`config.mk`:
```
export PLATFORM = sky130hd
export DESIGN_NAME = squash_recovery_ctrl
export DESIGN_NICKNAME = d
export VERILOG_FILES = /design/src/rtl/squash_recovery_ctrl.sv
export SDC_FILE = /design/constraint.sdc
export NUM_CORES = 1
export LEC_CHECK = 0
export BUFFER_PORTS_ARGS = -buffer_cell sky130_fd_sc_hd__buf_2
export CAP_MARGIN = 20
export CORE_ASPECT_RATIO = 1.25
export CORE_UTILIZATION = 55
export CTS_CLUSTER_SIZE = 12
export DETAILED_ROUTE_END_ITERATION = 8
export PLACE_DENSITY = 0.79
export SLEW_MARGIN = 20
export SYNTH_ARGS = -nofsm -noshare
export SYNTH_HDL_FRONTEND = slang
export SYNTH_SLANG_ARGS = --single-unit
```
`constraint.sdc`:
```
create_clock -name clock -period 11.2 [get_ports clock]
set_clock_uncertainty 0.15 [all_clocks]
set_input_delay 2.24 -clock clock [delete_from_list [all_inputs] [get_ports clock]]
set_output_delay 2.24 -clock clock [all_outputs]
set_load 0.03 [all_outputs]
```
`src/rtl/squash_recovery_ctrl.sv`:
```
// Branch-mispredict recovery sequencer: captures squashed tags, returns them to the free list, then redirects fetch.
// Optional macro SQUASH_EX_WAIT_EN inserts WAIT_EX so the redirect also waits for ex_idle.
module squash_recovery_ctrl #(
  parameter int N_ROB    = 32,
  parameter int N_WAY    = 2,
  parameter int CDB_BITS = 6,
  parameter int XLEN     = 32
) (
  input  logic                              clock,
  input  logic                              reset,
  input  logic                              branch_haz,
  input  logic [N_ROB-1:0][CDB_BITS-1:0]    squash_tags,
  input  logic [XLEN-1:0]                   br_target_pc,
  input  logic                              free_ready,
  input  logic                              ex_idle,
  output logic                              stall_dispatch,
  output logic [N_WAY-1:0]                  free_valid,
  output logic [N_WAY-1:0][CDB_BITS-1:0]    free_tag,
  output logic                              redirect_valid,
  output logic [XLEN-1:0]                   redirect_pc,
  output logic [$clog2(N_ROB):0]            squash_count,
  output logic                              busy
);

  localparam int CW = $clog2(N_ROB) + 1;

`ifdef SQUASH_EX_WAIT_EN
  typedef enum logic [1:0] {IDLE, DRAIN, WAIT_EX, REDIRECT} state_t;
`else
  typedef enum logic [1:0] {IDLE, DRAIN, REDIRECT} state_t;
  logic unused_ex_idle;
  assign unused_ex_idle = ex_idle;
`endif

  state_t                           state_q, state_d;
  logic [N_ROB-1:0][CDB_BITS-1:0]   pend_q, pend_d;
  logic [XLEN-1:0]                  pc_q, pc_d;
  logic [CW-1:0]                    count_q, count_d;
  logic                             redirect_valid_q, redirect_valid_d;
  logic [XLEN-1:0]                  redirect_pc_q, redirect_pc_d;
  logic                             busy_q, busy_d;

  logic [N_ROB-1:0]                 nz_mask;
  logic [N_ROB-1:0]                 take_mask;
  logic [N_ROB-1:0]                 remaining;
  logic [N_WAY-1:0]                 lane_valid;
  logic [N_WAY-1:0][CDB_BITS-1:0]   lane_tag;
  logic [CW-1:0]                    add_cnt;
  logic [CW:0]                      sum_cnt;
  logic                             found;

  // Each lane claims the lowest-index nonzero entry not already taken by a lower lane.
  always_comb begin
    nz_mask    = '0;
    take_mask  = '0;
    lane_valid = '0;
    lane_tag   = '0;
    add_cnt    = '0;
    found      = 1'b0;
    for (int e = 0; e < N_ROB; e++) begin
      nz_mask[e] = (pend_q[e] != '0);
    end
    remaining = nz_mask;
    for (int i = 0; i < N_WAY; i++) begin
      found = 1'b0;
      for (int e = 0; e < N_ROB; e++) begin
        if (!found && remaining[e]) begin
          found         = 1'b1;
          lane_valid[i] = 1'b1;
          lane_tag[i]   = pend_q[e];
          remaining[e]  = 1'b0;
          take_mask[e]  = 1'b1;
        end
      end
      add_cnt = add_cnt + CW'(lane_valid[i]);
    end
    sum_cnt = {1'b0, count_q} + {1'b0, add_cnt};
  end

  always_comb begin
    state_d = state_q;
    pend_d  = pend_q;
    pc_d    = pc_q;
    count_d = count_q;
    case (state_q)
      IDLE: begin
        if (branch_haz) begin
          pend_d  = squash_tags;
          pc_d    = br_target_pc;
          count_d = '0;
          state_d = DRAIN;
        end
      end
      DRAIN: begin
        if (free_ready) begin
          for (int e = 0; e < N_ROB; e++) begin
            if (take_mask[e]) pend_d[e] = '0;
          end
          count_d = (sum_cnt > (CW+1)'(N_ROB)) ? CW'(N_ROB) : sum_cnt[CW-1:0];
        end
        // An empty buffer exits even without free_ready: there is nothing to hand over.
        if (nz_mask == '0 || (free_ready && (nz_mask & ~take_mask) == '0)) begin
`ifdef SQUASH_EX_WAIT_EN
          state_d = WAIT_EX;
`else
          state_d = REDIRECT;
`endif
        end
      end
`ifdef SQUASH_EX_WAIT_EN
      WAIT_EX: begin
        if (ex_idle) state_d = REDIRECT;
      end
`endif
      REDIRECT: state_d = IDLE;
      default:  state_d = IDLE;
    endcase
    redirect_valid_d = (state_d == REDIRECT);
    redirect_pc_d    = (state_d == REDIRECT) ? pc_d : '0;
    busy_d           = (state_d != IDLE);
  end

  always_ff @(posedge clock) begin
    if (reset) begin
      state_q          <= IDLE;
      pend_q           <= '0;
      pc_q             <= '0;
      count_q          <= '0;
      redirect_valid_q <= 1'b0;
      redirect_pc_q    <= '0;
      busy_q           <= 1'b0;
    end else begin
      state_q          <= state_d;
      pend_q           <= pend_d;
      pc_q             <= pc_d;
      count_q          <= count_d;
      redirect_valid_q <= redirect_valid_d;
      redirect_pc_q    <= redirect_pc_d;
      busy_q           <= busy_d;
    end
  end

  assign stall_dispatch = branch_haz | busy_q;
  assign free_valid     = (state_q == DRAIN) ? lane_valid : '0;
  assign free_tag       = (state_q == DRAIN) ? lane_tag   : '0;
  assign redirect_valid = redirect_valid_q;
  assign redirect_pc    = redirect_pc_q;
  assign squash_count   = count_q;
  assign busy           = busy_q;

endmodule
```
==> impl_metrics.prom <==
# TYPE chip_impl_metric gauge
chip_impl_info{name="run_status",value="finished with violations"} 1
chip_impl_info{name="failing_checks",value="design-rule violations"} 1
chip_impl_metric{name="finalMaxSlewViolations",unit=""} 0
chip_impl_metric{name="async_s_r_ff_share_synth",unit=""} 0
chip_impl_metric{name="post_cts_buffers",unit=""} 0
chip_impl_metric{name="grt.total_usage",unit=""} 0.437
chip_impl_metric{name="nets_final",unit=""} 2590
chip_impl_metric{name="worst-slew-pin-transition",unit="ns"} 1.13
chip_impl_metric{name="via_count",unit=""} 18700
chip_impl_metric{name="synth_fp_nets",unit=""} 2395
chip_impl_metric{name="totalWireLength",unit="µm"} 65600
chip_impl_info{name="timing.critical_path.to_type",value="primary output"} 1
chip_impl_metric{name="fp.dieW",unit="µm"} 153
chip_impl_metric{name="portBuffers",unit=""} 282
chip_impl_metric{name="total_count_of_hold_check_failures_in_the_final_report",unit=""} 0
chip_impl_metric{name="dpl_worst_slack",unit="ns"} 3.28
chip_impl_metric{name="finalSetupViolCount",unit=""} 0
chip_impl_metric{name="start_util",unit=""} 0.562
chip_impl_metric{name="timing.slew.headroom",unit=""} 0.246
chip_impl_metric{name="drt_pass1_iterations",unit=""} 9
chip_impl_metric{name="post-route-util",unit=""} 0.648
chip_impl_metric{name="first_global_vias",unit=""} 17200
chip_impl_info{name="root_buffer",value="sky130_fd_sc_hd__clkbuf_16"} 1
chip_impl_metric{name="clock.fmax",unit="MHz"} 113
chip_impl_metric{name="number_of_antenna_violations_at_the_first_check_in_global_routing",unit=""} 5
chip_impl_metric{name="path_max_fanout",unit=""} 14
chip_impl_metric{name="io-pin-count",unit=""} 284
chip_impl_metric{name="drtAntennaViolNets",unit=""} 0
chip_impl_metric{name="numCtsBuffers",unit=""} 28
chip_impl_metric{name="netlist_area",unit="µm²"} 15600
chip_impl_metric{name="synth_warnings",unit=""} 0
chip_impl_metric{name="grt_overflow_total",unit=""} 0
chip_impl_metric{name="synth_cells",unit=""} 2164
chip_impl_metric{name="p_per_area",unit="nW/µm²"} 286
chip_impl_metric{name="power.ir.vdd_worst",unit="mV"} 0.202
chip_impl_metric{name="maxCapViolCount",unit=""} 0
chip_impl_metric{name="routabilityCongestion",unit=""} 1.06
chip_impl_metric{name="core-area",unit="µm²"} 27800
chip_impl_metric{name="floorplan.rows",unit=""} 68
chip_impl_metric{name="post_cts.resized_instances",unit=""} 0
chip_impl_metric{name="layout-drive-gt1-share",unit=""} 0.169
chip_impl_metric{name="leakage_dissipation",unit="nW"} 6.73
chip_impl_metric{name="synth.yosys.seq_area_share",unit=""} 0.341
chip_impl_metric{name="grt_first_pass_wirelength",unit="µm"} 99300
chip_impl_metric{name="placedInstanceArea",unit="µm²"} 17100
chip_impl_metric{name="clock_insertion_delay_worst_skew",unit="ns"} 0.56
chip_impl_metric{name="synthesis.area_per_instance",unit="µm²"} 7.23
chip_impl_metric{name="total_power",unit="W"} 0.00515
chip_impl_info{name="critical_path.startpoint_type",value="flip-flop"} 1
chip_impl_metric{name="die_height",unit="µm"} 191
chip_impl_metric{name="die_area",unit="µm²"} 29100
chip_impl_metric{name="finish.instance_area",unit="µm²"} 18000
chip_impl_metric{name="grt_max_degree",unit=""} 143
chip_impl_metric{name="timing.critical_path.required",unit="ns"} 8.81
chip_impl_metric{name="h-tree-depth",unit=""} 1
chip_impl_metric{name="max-clock-path-buffers",unit=""} 3
chip_impl_metric{name="ctsHoldBuffers",unit=""} 0
chip_impl_metric{name="clock_sinks",unit=""} 266
chip_impl_metric{name="number_of_distinct_library_cells_after_synthesis",unit=""} 90
chip_impl_info{name="synthFlopType",value="sky130_fd_sc_hd__dfxtp_1"} 1
chip_impl_metric{name="avgRoutedWirePerCell",unit="µm"} 24.1
chip_impl_metric{name="drt_drc_violations_left",unit=""} 33
chip_impl_metric{name="crit_arrival",unit="ns"} 6.45
chip_impl_metric{name="synth_enable_flop_cells",unit=""} 0
chip_impl_metric{name="drt-vias-per-instance",unit=""} 6.86
chip_impl_metric{name="detail_placement_hpwl",unit="µm"} 48700
chip_impl_metric{name="clk_pin_slew_worst_setup_hold_paths",unit="ns"} 0.06
chip_impl_metric{name="final.period_utilization",unit=""} 0.790
chip_impl_metric{name="period_minus_slack",unit="ns"} 8.84
chip_impl_metric{name="layout-area-overhead-vs-synth",unit="%"} 15.3
chip_impl_info{name="timing_worst_setup_path_type",value="flip-flop to primary output"} 1
chip_impl_info{name="clock_tree_from_tritoncts",value="done"} 1
chip_impl_info{name="grt_setup_unrepaired",value="false"} 1
chip_impl_metric{name="fin_tns_setup",unit="ns"} 0
chip_impl_info{name="hp-class",value="flip-flop to flip-flop"} 1
chip_impl_metric{name="first_iter_violations",unit=""} 2596
chip_impl_metric{name="synth.ff_latch_count",unit=""} 266
chip_impl_metric{name="final.setup.worst_slack",unit="ns"} 2.36
[per-stage QoR]
step	std cells	hold WS, ns
floorplan	2164	0.282
global placement	2679	0.289
detailed placement	2679	0.294
CTS	2721	0.304
global route	2722	0.330
finish	2722	0.304
[worst paths after layout]
path                   start               to  slack [ns]  depth (start not counted)
setup / recovery  pend_q[30]      free_tag[6]        2.36                         12
hold / removal       pc_q[1]          pc_q[1]        0.30                          2
setup reg to reg  pend_q[30]  squash_count[4]        4.57                         18
hold reg to reg      pc_q[1]          pc_q[1]        0.30                          2
[synthesized netlist by cell type, drive strengths merged (12+ instances only)]
| library cell | number | area [µm²] |
|---|---|---|
| a221o | 13 | 130 |
| nand4 | 29 | 196 |
| nand3 | 212 | 1070 |
| clkbuf | 123 | 462 |
| a22oi | 51 | 383 |
| nor2 | 210 | 788 |
| and2 | 19 | 119 |
| nor4 | 38 | 335 |
| dfxtp | 266 | 5330 |
| o211ai | 13 | 97.6 |
| nor3b | 24 | 185 |
| nand2 | 346 | 1300 |
| a31oi | 22 | 159 |
| a211oi | 19 | 143 |
| and3 | 25 | 156 |
| inv | 12 | 45.0 |
| xnor2 | 14 | 123 |
| a221oi | 17 | 149 |
| buf | 17 | 95.1 |
| a21oi | 302 | 1520 |
| nor3 | 61 | 358 |
| o21ai | 106 | 534 |
| o22ai | 16 | 106 |
[flip-flops by register name, summed over array words and instances (netlist names)]
name            count
redirect_valid      1
busy                1
state_q             2
pend_q            192
squash_count        6
redirect_pc        32
pc_q               32
[power by group]
group | internal [W] | total, W | switching [W] | leakage, nW
sequential | 0.00106 | 0.00123 | 0.000165 | 2.16
combinational | 0.000858 | 0.00300 | 0.00214 | 4.14
clock | 0.000553 | 0.000922 | 0.000369 | 0.432
total | 0.00247 | 0.00515 | 0.00268 | 6.73
[critical path, stage by stage (launching register included)]
cell and delay (ns):
sky130_fd_sc_hd__dfxtp_1 0.35, sky130_fd_sc_hd__nor4_1 0.79, sky130_fd_sc_hd__nand4_1 0.49, sky130_fd_sc_hd__or3_1 0.75
sky130_fd_sc_hd__nor2_1 0.87, sky130_fd_sc_hd__xnor2_1 0.19, sky130_fd_sc_hd__o21ai_0 0.17, sky130_fd_sc_hd__and3_1 0.32
sky130_fd_sc_hd__a221oi_1 0.92, sky130_fd_sc_hd__o211ai_1 0.18, sky130_fd_sc_hd__nor4_1 0.44, sky130_fd_sc_hd__o21ai_0 0.20
sky130_fd_sc_hd__buf_2 0.21
[cells in the final DEF (no fill, tap or decap), types with 10 or more instances in the layout]
cell type / instances
sky130_fd_sc_hd__nand2_1: 344
sky130_fd_sc_hd__a21oi_1: 300
sky130_fd_sc_hd__buf_2: 281
sky130_fd_sc_hd__dfxtp_1: 266
sky130_fd_sc_hd__nand3_1: 211
sky130_fd_sc_hd__nor2_1: 210
sky130_fd_sc_hd__o21ai_0: 102
sky130_fd_sc_hd__nor3_1: 52
sky130_fd_sc_hd__a22oi_1: 51
sky130_fd_sc_hd__clkbuf_16: 29
sky130_fd_sc_hd__nand4_1: 28
sky130_fd_sc_hd__nor4_1: 27
sky130_fd_sc_hd__and3_1: 25
sky130_fd_sc_hd__nor3b_1: 23
sky130_fd_sc_hd__buf_4: 23
sky130_fd_sc_hd__a31oi_1: 20
sky130_fd_sc_hd__a211oi_1: 19
sky130_fd_sc_hd__and2_1: 17
sky130_fd_sc_hd__a221oi_1: 17
sky130_fd_sc_hd__o22ai_1: 15
sky130_fd_sc_hd__xnor2_1: 14
sky130_fd_sc_hd__o211ai_1: 13
sky130_fd_sc_hd__a221o_1: 13
sky130_fd_sc_hd__inv_1: 12
sky130_fd_sc_hd__a21o_1: 11
sky130_fd_sc_hd__mux2i_1: 11
sky130_fd_sc_hd__o31ai_1: 10
sky130_fd_sc_hd__or2_2: 10
sky130_fd_sc_hd__nand2b_1: 10
[cell families after synthesis]
| group | Yosys count | share of synthesized area |
|---|---|---|
| and+or+nand+nor | 1023 | 0.317 |
| xor gates and xnor gates | 14 | 0.00784 |
| DFF | 266 | 0.341 |
| buffers and inverters | 152 | 0.0385 |
| adders and majority gates | 11 | 0.00784 |
| muxes | 14 | 0.00920 |
| AOI/OAI and AO/OA | 684 | 0.279 |
[per-layer routing]
metal,share of wire,vias up,track usage
met3,0.11,279,0.0839
met2,0.45,1328,0.723
met4,0.060,8,0.242
met1,0.38,8661,0.535
li1,-,8395,-
met5,0.00085,-,0
[layout make-up]
class | instances | area [µm²]
multi-input cells | 1746 | 9750
repair buffers | 305 | 1590
well taps | 350 | 438
diodes | 1 | 2.50
clock buffers | 37 | 786
inverters | 12 | 45.0
fillers | 2408 | 9780
clock inverters | 5 | 106
flip-flops and latches | 266 | 5330
(Power assumes the default switching activity.)
